==> config.mk <==
export PLATFORM = sky130hd
export DESIGN_NAME = otter_intc
export DESIGN_NICKNAME = d
export VERILOG_FILES = /design/src/rtl/otter_intc_pkg.sv /design/src/rtl/intc_prio_enc.sv /design/src/rtl/otter_intc.sv
export SDC_FILE = /design/constraint.sdc
export NUM_CORES = 1
export LEC_CHECK = 0
export ABC_AREA = 1
export BUFFER_PORTS_ARGS = -buffer_cell sky130_fd_sc_hd__buf_2
export CAP_MARGIN = 20
export CELL_PAD_IN_SITES_DETAIL_PLACEMENT = 1
export CELL_PAD_IN_SITES_GLOBAL_PLACEMENT = 1
export CORE_ASPECT_RATIO = 2
export CORE_MARGIN = 1.5
export CORE_UTILIZATION = 32
export CTS_CLUSTER_DIAMETER = 100
export DETAILED_ROUTE_END_ITERATION = 10
export PLACE_DENSITY_LB_ADDON = 0.12
export SLEW_MARGIN = 5
export SYNTH_ARGS = -nofsm -noshare
export SYNTH_HDL_FRONTEND = slang
export SYNTH_SLANG_ARGS = --single-unit
==> constraint.sdc <==
create_clock -name clk -period 3.1 [get_ports clk]
set_input_delay 0.465 -clock clk [delete_from_list [all_inputs] [get_ports clk]]
set_output_delay 0.465 -clock clk [all_outputs]
set_load 0.01 [all_outputs]
==> src/rtl/otter_intc_pkg.sv <==
// Shared definitions for the otter_intc interrupt controller: register offsets,
// CTRL bit positions and the claim-id width helper.
package otter_intc_pkg;

    localparam logic [3:0] INTC_PENDING = 4'h0;
    localparam logic [3:0] INTC_ENABLE  = 4'h4;
    localparam logic [3:0] INTC_CTRL    = 4'h8;
    localparam logic [3:0] INTC_CLAIM   = 4'hC;

    localparam int unsigned INTC_CTRL_GIE = 0;

    // Claim ids run 0..n_src, so they need enough bits to hold n_src itself.
    function automatic int unsigned intc_id_width(input int unsigned n_src);
        return $clog2(n_src + 1);
    endfunction

endpackage

==> src/rtl/intc_prio_enc.sv <==
// Lowest-index-first priority encoder: o_id = 1 + index of the lowest set request bit,
// 0 when no request is set.
module intc_prio_enc
    import otter_intc_pkg::*;
#(
    parameter int unsigned N_SRC = 8,
    parameter int unsigned ID_W  = intc_id_width(N_SRC)
) (
    input  logic [N_SRC-1:0] i_req,
    output logic             o_valid,
    output logic [ID_W-1:0]  o_id
);

    always_comb begin
        o_id = '0;
        // Walk downward so the lowest set index is the final assignment.
        for (int unsigned i = N_SRC; i > 0; i--) begin
            if (i_req[i-1]) begin
                o_id = ID_W'(i);
            end
        end
    end

    assign o_valid = |i_req;

endmodule

==> src/rtl/otter_intc.sv <==
// Edge-triggered interrupt controller on the otter iobus. Optional feature macro:
// INTC_SYNC_EN adds a 2-flop synchronizer on irq ahead of the edge detector.
module otter_intc
    import otter_intc_pkg::*;
#(
    parameter int unsigned N_SRC     = 8,
    parameter logic [31:0] BASE_ADDR = 32'h0002_0000
) (
    input  logic             clk,
    input  logic             rst,
    input  logic [N_SRC-1:0] irq,
    input  logic [31:0]      iobus_addr,
    input  logic [31:0]      iobus_out,
    input  logic             iobus_wr,
    output logic [31:0]      intc_rdata,
    output logic             intrpt
);

    localparam int unsigned ID_W = intc_id_width(N_SRC);

    logic [N_SRC-1:0] w_irq_s;
    logic [N_SRC-1:0] r_irq_prev;
    logic [N_SRC-1:0] w_edge;
    logic [N_SRC-1:0] r_pending;
    logic [N_SRC-1:0] r_enable;
    logic             r_gie;
    logic             r_intrpt;
    logic [31:0]      r_rdata;

    logic             w_in_win;
    logic             w_wr_pend;
    logic             w_wr_en;
    logic             w_wr_ctrl;
    logic             w_wr_claim;
    logic [N_SRC-1:0] w_clr;
    logic [31:0]      w_rd_data;
    logic             w_claim_valid;
    logic [ID_W-1:0]  w_claim_id;

`ifdef INTC_SYNC_EN
    logic [N_SRC-1:0] r_sync1;
    logic [N_SRC-1:0] r_sync2;

    always_ff @(posedge clk) begin
        if (rst) begin
            r_sync1 <= '0;
            r_sync2 <= '0;
        end else begin
            r_sync1 <= irq;
            r_sync2 <= r_sync1;
        end
    end

    assign w_irq_s = r_sync2;
`else
    assign w_irq_s = irq;
`endif

    assign w_edge = w_irq_s & ~r_irq_prev;

    assign w_in_win   = (iobus_addr[31:4] == BASE_ADDR[31:4]);
    assign w_wr_pend  = iobus_wr && w_in_win && (iobus_addr[3:0] == INTC_PENDING);
    assign w_wr_en    = iobus_wr && w_in_win && (iobus_addr[3:0] == INTC_ENABLE);
    assign w_wr_ctrl  = iobus_wr && w_in_win && (iobus_addr[3:0] == INTC_CTRL);
    assign w_wr_claim = iobus_wr && w_in_win && (iobus_addr[3:0] == INTC_CLAIM);

    intc_prio_enc #(
        .N_SRC (N_SRC),
        .ID_W  (ID_W)
    ) u_prio (
        .i_req   (r_pending & r_enable),
        .o_valid (w_claim_valid),
        .o_id    (w_claim_id)
    );

    // Bits to clear this cycle: W1C mask, or a single bit selected by a claim id.
    always_comb begin
        w_clr = '0;
        if (w_wr_pend) begin
            w_clr = iobus_out[N_SRC-1:0];
        end else if (w_wr_claim) begin
            for (int unsigned i = 0; i < N_SRC; i++) begin
                if (iobus_out == 32'(i + 1)) begin
                    w_clr[i] = 1'b1;
                end
            end
        end
    end

    always_comb begin
        w_rd_data = '0;
        if (w_in_win) begin
            case (iobus_addr[3:0])
                INTC_PENDING: w_rd_data = {{(32-N_SRC){1'b0}}, r_pending};
                INTC_ENABLE:  w_rd_data = {{(32-N_SRC){1'b0}}, r_enable};
                INTC_CTRL:    w_rd_data = {31'b0, r_gie};
                INTC_CLAIM:   w_rd_data = {{(32-ID_W){1'b0}}, w_claim_id};
                default:      w_rd_data = '0;
            endcase
        end
    end

    always_ff @(posedge clk) begin
        if (rst) begin
            r_irq_prev <= '0;
            r_pending  <= '0;
            r_enable   <= '0;
            r_gie      <= 1'b0;
            r_intrpt   <= 1'b0;
            r_rdata    <= '0;
        end else begin
            r_irq_prev <= w_irq_s;
            // A new edge overrides a same-cycle clear of the same bit.
            r_pending  <= (r_pending & ~w_clr) | w_edge;
            if (w_wr_en) begin
                r_enable <= iobus_out[N_SRC-1:0];
            end
            if (w_wr_ctrl) begin
                r_gie <= iobus_out[INTC_CTRL_GIE];
            end
            r_intrpt   <= r_gie & w_claim_valid;
            r_rdata    <= w_rd_data;
        end
    end

    assign intc_rdata = r_rdata;
    assign intrpt     = r_intrpt;

endmodule
Word level (Yosys, flattened, before mapping)
Cells that the tools add are included.
- flip-flop bits (word level): 58
- input bits: 75
- output and inout port bits: 33
- logic and storage cells: 53
- eq/ne operators: 12
- mux-type cells: 19
- bitwise operators: 8
- reduce and logical (&&, ||, !) cells: 8
- operators by type and width (operator ; count):
    equality test 32 x 3 -> 1 bit (second input constant) ; 4
    equality test 32 x 2 -> 1 bit (second input constant) ; 2
    equality test 32 x 1 -> 1 bit (second input constant) ; 1
    equality test 32 x 4 -> 1 bit (second input constant) ; 1
    2-to-1 mux 4 bit ; 8
    case mux 8 bit (4 select lines) ; 1
    equality test 28 x 14 -> 1 bit (second input constant) ; 1
    AND 8 bit ; 3
    2-to-1 mux 8 bit ; 2
    NOT 8 bit ; 2
    equality test 4 bit (second input constant) ; 2
    2-to-1 mux 1 bit ; 8
    bitwise OR 8 bit ; 1
    OR reduction 8 bit ; 1
    logical AND 1 bit ; 5
    equality test 4 x 3 -> 1 bit (second input constant) ; 1
    logical NOT 4 bit ; 1
    OR reduction 2 bit ; 1
    AND 1 bit ; 1
    NOT 1 bit ; 1

Logic depth before layout (Yosys ltp)
Gate-level depths: netlist of the first run.
- depth in word-level cells: 10
- depth in mapped cells: 10
- depth with buffers taken out: 10

Hierarchy
From an unflattened synthesis of the first run, not the netlist that was laid out.
- cells, all modules: 390
- area total of the unflattened synthesis: 2283.4 µm²
- by module, submodules not included (module ; instances ; cells each ; area each (µm²) ; sequential area each (µm²)):
    otter_intc ; 1 ; 366 ; 2167.1 ; 680.7
    intc_prio_enc ; 1 ; 24 ; 116.4 ; 0.0

Least setup slack after synthesis of the first run
No wires, ideal clock.
- path kind: input to register
- from: input port iobus_addr[11]
- to: register r_enable[0]
- setup time: 113 ps
- data arrival time: 1338 ps
- data required time: 2987 ps
- path slack: 1649 ps
- cell stages on the path: 9
- buffers on the path: 1
- cell sequence: nor2_1 > nand2_1 > nor2_2 > nand2_1 > nor2_4 > nand3_4 > buf_6 > nor2_1 > nor2_1
- longest elaborated chain between the ends: 3
- ends and longest elaborated chain (what ; RTL line ; text):
    from (decl) ; otter_intc.sv:12 ; input logic [31:0] iobus_addr,
    equality test 28 x 14 -> 1 bit ; otter_intc.sv:61 ; assign w_in_win = (iobus_addr[31:4] == BASE_ADDR[31:4]);
    logical AND 1 bit (2 in a row) ; otter_intc.sv:63 ; assign w_wr_en = iobus_wr && w_in_win && (iobus_addr[3:0] == INTC_ENABLE);
    to (signal assigned) ; otter_intc.sv:116 ; r_enable <= iobus_out[N_SRC-1:0];
    to (decl) ; otter_intc.sv:25 ; logic [N_SRC-1:0] r_enable;
No other way between the ends.
A chain may end at the register's enable or synchronous reset.

Final worst setup path of the first run
- from: input port iobus_addr[19]
- to: register r_rdata[4], in the netlist intc_rdata[4]
- longest elaborated chain between the ends: 3
- ends and longest elaborated chain (what ; RTL line ; text):
    equality test 28 x 14 -> 1 bit ; otter_intc.sv:61 ;
    NOT 1 bit (no source line) ; - ;
    OR reduction 2 bit (no source line) ; - ;
    to (signal assigned) ; otter_intc.sv:122 ; r_rdata <= w_rd_data;
    to (decl) ; otter_intc.sv:28 ; logic [31:0] r_rdata;
No other way between the ends.

==> impl_results.md, run 1 <==
- FFs w/ async S/R, synth: 0%
- Initial Util: 32.7%
- RSZ-0062 raised after global routing: false
- CTS tree: yes
- Sw Ratio: 24.8%
- Vias in the first global route: 2568
- Clock skew: 0.00311 ns
- Post-CTS Resized: 0
- Synth-to-Final Area Change: 24.1%
- Die Ht: 121 µm
- Site row count: 43
- Placer Congestion: 0.811
- Sequential-to-total area share from yosys stat: 30.5%
- Min cycle time layout: 1.66 ns
- Top cells by area, synth: dfxtp_1, nand2_1, inv_1
- Clock transition at path regs: 0.05 ns
- GRT met1 Usage: 19.1%
- Kind of critical path: input pin to register
- Part of the power in the clock network: 44.9%
- CP Capture Type: register
- Share of cells above drive strength 1: 22.2%
- Count leader, synth: nand2_1
- Post-place setup slack: 1.14 ns
- Power density over the cells: 397 nW/µm²
- Antenna Cells: 0
- Die ar.: 7520 µm²
- PnR worst setup slack: 1.44 ns
- Area leader, netlist: dfxtp_1
- NumNets Final: 534
- H-tree levels: 2
- Synth Register Bits: 34
- GRT Util Overall: 18.5%
- Fmax achieved: 602 MHz
- Met3 GRT Util: 2.56%
- EDFF count, synth: 0
- IO Pins: 108
- Post CTS Setup Buffer Count: 0
- Final hold vios: 0
- DRC viols: 0
- Setup TNS: 0 ns
- Initial antenna violation count: 0
- Logic pwr share: 13.0%
- Post-route cell area: 2770 µm²
- Period utilisation layout: 53.6%
- WL per Instance: 11.7 µm
- Critical path arrival: 1.86 ns
- Core area: 6830 µm²
- Crit path max fanout: 16
- Worst hold path class: input pin to register
- Most common flop cell mapped by yosys: dfxtp_1
- Endpoints failing setup: 0
- Mean post-synth cell area: 5.93 µm²
- Yosys warning total: 0
- Total number of vias: 2460
- Yosys top cell area share: 30.5%
- Status: completed
- I/O Buffers: 83
- Met2 Resource Use GR: 35.7%
- Final std cells w/o fill: 550
- First-pass GRT wire length: 10700 µm
- CTS Sinks: 34
- Cts bufs inserted: 5
- Static Leak: 1.46 nW
- Peak supply drop: 0.247 mV
- Max-cap violations: 0
- Internal: 0.000827 W
- Top cells by instance count after synthesis: nand2_1, inv_1, nor2_1, dfxtp_1, buf_4
- Initial DRC count: 52
- First-pass detailed-route iteration total: 4
- Req. time, crit path: 3.30 ns
- GR peak layer: met2
- Die span in x: 62.1 µm
- Final WL: 6430 µm
- Largest net degree at the start of global routing: 22
- Yosys cell types: 24
- Grt ovf: 0
- Final ANT Viol Nets: 0
- DP Cell Count: 542
- Psw: 0.000273 W
- Placed cell areas: 2630 µm²
- Clock root buffer: clkbuf_16
- HPWL after DPL: 5440 µm
- Post-CTS Hold Buffers: 0
- Clock Latency Late Sink: 0.27 ns
- Post-Syn Area: 2230 µm²
- Detailed-route vias per instance: 4.47
- CTS Buffer Depth: 2
- Critical path startpoint category: input pin
- Synthesized instance count: 377
- Fin. max-slew vios: 0
- Sequential power share: 42.1%
## worst max-delay path: stages
cell	delay, ns
buf_2	0.10
nor2_2	0.12
nand3_1	0.08
nor2_1	0.09
nand2_1	0.09
nor2_4	0.33
nand3_1	0.35
a21oi_1	0.23
## cell usage in the layout (no fill, tap or decap), drive strengths merged
cell and count:
a21oi 13, nor3 4, buf 83, inv 78, nand2 84, clkinv 1
o22ai 3, nand4 12, a21boi 1, conb 24, nand3 23, dfxtp 34
a41oi 1, o21ai 10, clkbuf 7, nor2 82
## per-stage QoR
step | power [W] | util, % | hold WS [ns]
floorplan | 0.000566 | - | 0.430
global placement | 0.000608 | 38.4 | 0.445
detailed placement | 0.000616 | 38.4 | 0.451
CTS | 0.00112 | 40.6 | 0.407
global route | 0.00116 | 40.6 | 0.428
finish | 0.00110 | 40.6 | 0.409
## registers in the layout (all words and copies together) (netlist names)
| name | cells |
|---|---|
| intc_rdata | 8 |
| r_enable | 8 |
| r_irq_prev | 8 |
| r_pending | 8 |
| intrpt | 1 |
| r_gie | 1 |
## kinds of logic (layout without fill, tap and decap cells)
logic type | Yosys count | after routing | share of synthesized area (%)
compound gates | 28 | 28 | 6.72
buf+inv | 109 | 169 | 23.1
flops | 34 | 34 | 30.5
other cells | 1 | 24 | 0.168
simple gates | 205 | 205 | 39.5
## power by group through the flow
| stage | clock network (W) | logic, W | registers [W] |
|---|---|---|---|
| floorplan | 0 | 0.0000973 | 0.000468 |
| global placement | 0 | 0.000137 | 0.000471 |
| detailed placement | 0 | 0.000144 | 0.000472 |
| CTS | 0.000508 | 0.000145 | 0.000463 |
| global route | 0.000531 | 0.000165 | 0.000464 |
| finish | 0.000494 | 0.000143 | 0.000463 |
## metal layers
layer | vias to the layer above | routed length, µm | part of all wire [%]
met2 | 59 | 3690 | 57
met3 | 11 | 247 | 3.8
met1 | 1139 | 2390 | 37
met4 | 0 | 101 | 1.6
met5 | - | 0 | 0
li1 | 1251 | - | -
## final timing paths
kind	start	end	slack, ns	cells after the start
worst min-delay path	irq[2]	r_irq_prev[2]	0.41	3
worst min register to register	r_irq_prev[3]	r_pending[3]	0.46	3
worst max-delay path	iobus_addr[19]	intc_rdata[4]	1.44	8
worst max register to register	r_pending[6]	intc_rdata[3]	1.81	7
## layout make-up
type                            instances  area (µm²)
Clock inverter                          1        5.00
Multi-Input combinational cell        257        1120
Fill cell                            1017        4060
Tap cell                               90         113
Timing Repair Buffer                   83         415
Inverter                               78         293
Clock buffer                            7         143
Sequential cell                        34         681
(Power assumes the default switching activity.)
==> run 2, diff against run 1 <==
--- a/config.mk
+++ b/config.mk
@@ -12,7 +12,7 @@
 export CELL_PAD_IN_SITES_GLOBAL_PLACEMENT = 1
 export CORE_ASPECT_RATIO = 2
 export CORE_MARGIN = 1.5
-export CORE_UTILIZATION = 32
+export CORE_UTILIZATION = 27
 export CTS_CLUSTER_DIAMETER = 100
 export DETAILED_ROUTE_END_ITERATION = 10
 export PLACE_DENSITY_LB_ADDON = 0.12
==> constraint.sdc (replaced) <==
create_clock -name clk -period 1.35 [get_ports clk]
set_input_delay 0.2025 -clock clk [delete_from_list [all_inputs] [get_ports clk]]
set_output_delay 0.2025 -clock clk [all_outputs]
set_load 0.01 [all_outputs]
==> impl_results.md, run 2 (synthesis gave the netlist of run 1 again) <==
- Status: completed (unchanged)
- HPWL after DPL: 5920 µm (was 5440 µm)
- Final ANT Viol Nets: 0 (unchanged)
- Antenna Cells: 0 (unchanged)
- Worst path bufs/invs: 3 (was 1)
- FF-to-FF Start: r_enable[6] (was r_pending[6])
- Critical path's top delay family: flip-flops (was simple AND/OR/NAND/NOR gates)
- Largest net degree at the start of global routing: 14 (was 22)
- Logic pwr share: 13.5% (was 13.0%)
- Vias in the first global route: 2595 (was 2568)
- Die ar.: 8860 µm² (was 7520 µm²)
- CTS Sinks: 34 (unchanged)
- Clock skew: 0.00543 ns (was 0.00311 ns)
- First-pass detailed-route iteration total: 4 (unchanged)
- Synth-to-Final Area Change: 34.0% (was 24.1%)
- Grt ovf: 0 (unchanged)
- Critical path arrival: 1.36 ns (was 1.86 ns)
- Most common cell after layout, fill and taps aside: nand2_1 (unchanged)
- IO Pins: 108 (unchanged)
- CP Capture Type: register (unchanged)
- Reg2reg setup slack: 0.17 ns (was 1.81 ns)
- DRC viols: 0 (unchanged)
- Worst hold path class: input pin to register (unchanged)
- Sequential power share: 39.5% (was 42.1%)
- Fillers: 1094 (was 1017)
- Detailed-route vias per instance: 4.38 (was 4.47)
- Worst reg-to-reg path cell count: 8 (was 7)
- Initial DRC count: 41 (was 52)
- Critical path's largest stage delay: 0.34 ns (was 0.35 ns)
- Kind of critical path: register to register (was input pin to register)
- Met3 Wirelength: 376 µm (was 247 µm)
- Metal-1 WL: 2330 µm (was 2390 µm)
- Max-cap violations: 0 (unchanged)
- CTS Buffer Depth: 2 (unchanged)
- Placer Congestion: 0.812 (was 0.811)
- Clock transition at path regs: 0.06 ns (was 0.05 ns)
- CP Capture Point: intc_rdata[3] (was intc_rdata[4])
- Die span in x: 67.3 µm (was 62.1 µm)
- Share of cells above drive strength 1: 26.1% (was 22.2%)
- H-tree levels: 2 (unchanged)
- Total number of vias: 2531 (was 2460)
- Min cycle time layout: 1.18 ns
- Period utilisation layout: 87.7%
- Met2 WL post-DR: 3900 µm (was 3690 µm)
- Initial Util: 27.9% (was 32.7%)
- Peak supply drop: 0.475 mV (was 0.247 mV)
- Levels on crit path: 8 (unchanged)
- Endpoints failing setup: 0 (unchanged)
- Core area: 8000 µm² (was 6830 µm²)
- CP dominant cell by count: nor2_1 (was nand3_1)
- Most frequent cells in the layout: nand2_1, buf_2, inv_1 (unchanged)
- Final hold vios: 0 (unchanged)
- CTS tree: yes (unchanged)
- Cts bufs inserted: 5 (unchanged)
- Fin. max-slew vios: 0 (unchanged)
- First-pass GRT wire length: 11200 µm (was 10700 µm)
- Reg2reg end: intc_rdata[3] (unchanged)
- Die Ht: 132 µm (was 121 µm)
- GRT Util Overall: 16.7% (was 18.5%)
- Clock root buffer: clkbuf_16 (unchanged)
- Sw Ratio: 24.3% (was 24.8%)
- Power density over the cells: 897 nW/µm² (was 397 nW/µm²)
- RSZ-0062 raised after global routing: false (unchanged)
- Psw: 0.000653 W (was 0.000273 W)
- Setup TNS: 0 ns (unchanged)
- Crit path max fanout: 3 (was 16)
- CP startpoint: r_enable[6] (was iobus_addr[19])
- WL per Instance: 11.9 µm (was 11.7 µm)
- Part of the power in the clock network: 47.0% (was 44.9%)
- Static Leak: 1.59 nW (was 1.46 nW)
- Critical-path top delay cell: dfxtp_1 (was nand3_1)
- Internal: 0.00203 W (was 0.000827 W)
- Initial antenna violation count: 0 (unchanged)
- Top layer reached by signal wires: met4 (unchanged)
- Final WL: 6900 µm (was 6430 µm)
- Util after Layout: 37.4% (was 40.6%)
- NumNets Final: 556 (was 534)
- Site row count: 46 (was 43)
- Critical-path cell list: inv_1 > o21ai_0 > buf_4 > nor2_1 > inv_1 > nor2_1 > a21oi_1 > nor2_1 (was buf_2 > nor2_2 > nand3_1 > nor2_1 > nand2_1 > nor2_4 > nand3_1 > a21oi_1)
- Multi-input gate area: 1130 µm² (was 1120 µm²)
- Req. time, crit path: 1.53 ns (was 3.30 ns)
- Critical path startpoint category: register (was input pin)
- I/O Buffers: 83 (unchanged)
- Register area: 681 µm² (unchanged)
- Clock Latency Late Sink: 0.28 ns (was 0.27 ns)
- Fmax achieved: 845 MHz
run 2: layer usage:
metal  vias to the layer above  global-route usage (%)
met1                      1129                    14.6
met5                         -                       0
met3                        14                    2.48
met4                         0                    9.86
li1                       1293                       -
met2                        95                    32.8
run 2: worst register-to-register path, stage by stage, from the launching register on:
cell     delay (ns)
dfxtp_1        0.34
inv_1          0.06
o21ai_0        0.15
buf_4          0.15
nor2_1         0.05
inv_1          0.08
nor2_1         0.04
a21oi_1        0.15
nor2_1         0.05
run 2: how the worst min path moves through the flow:
stage / start / endpoint / slack [ns] / cells past startpoint
after floorplan: irq[0] / r_irq_prev[0] / 0.32 / 2
after detailed placement: irq[1] / r_irq_prev[1] / 0.44 / 3
after CTS: irq[1] / r_irq_prev[1] / 0.13 / 3
after global routing: irq[2] / r_irq_prev[2] / 0.15 / 3
final: irq[3] / r_irq_prev[3] / 0.14 / 3
after global placement: irq[6] / r_irq_prev[6] / 0.43 / 3
run 2: what timing repair did:
item | 4_1_cts | 5_1_grt
hold buffers | 0 | 0
endpoints found under the setup margin | 0 | 2
setup buffers | 0 | 0
resized for setup | 0 | 2
run 2: power by group through the flow:
stage | clock (W) | sequential (W) | combinational, W
after floorplan | 0 | 0.00108 | 0.000224
after global placement | 0 | 0.00108 | 0.000358
after detailed placement | 0 | 0.00108 | 0.000367
after CTS | 0.00131 | 0.00106 | 0.000369
after global routing | 0.00133 | 0.00107 | 0.000419
final | 0.00126 | 0.00106 | 0.000363
run 2: final cells by class:
type	count	share of cell area, %
multi-input combinational	257	37.6
sequential	34	22.7
timing repair buffer	105	20.3
inverter	78	9.77
clock buffer	8	5.56
tap	96	4.01
run 2: through the flow:
stage	worst slack, ns	total power [W]	cell area, µm²	instances	hold slack [ns]
floorplan	0.161	0.00130	2320	400	0.321
global placement	-0.104	0.00144	2820	570	0.430
detailed placement	-0.154	0.00145	2820	570	0.435
CTS	0.136	0.00274	2990	578	0.132
global route	0.00215	0.00282	3000	578	0.146
finish	0.167	0.00269	3000	578	0.138
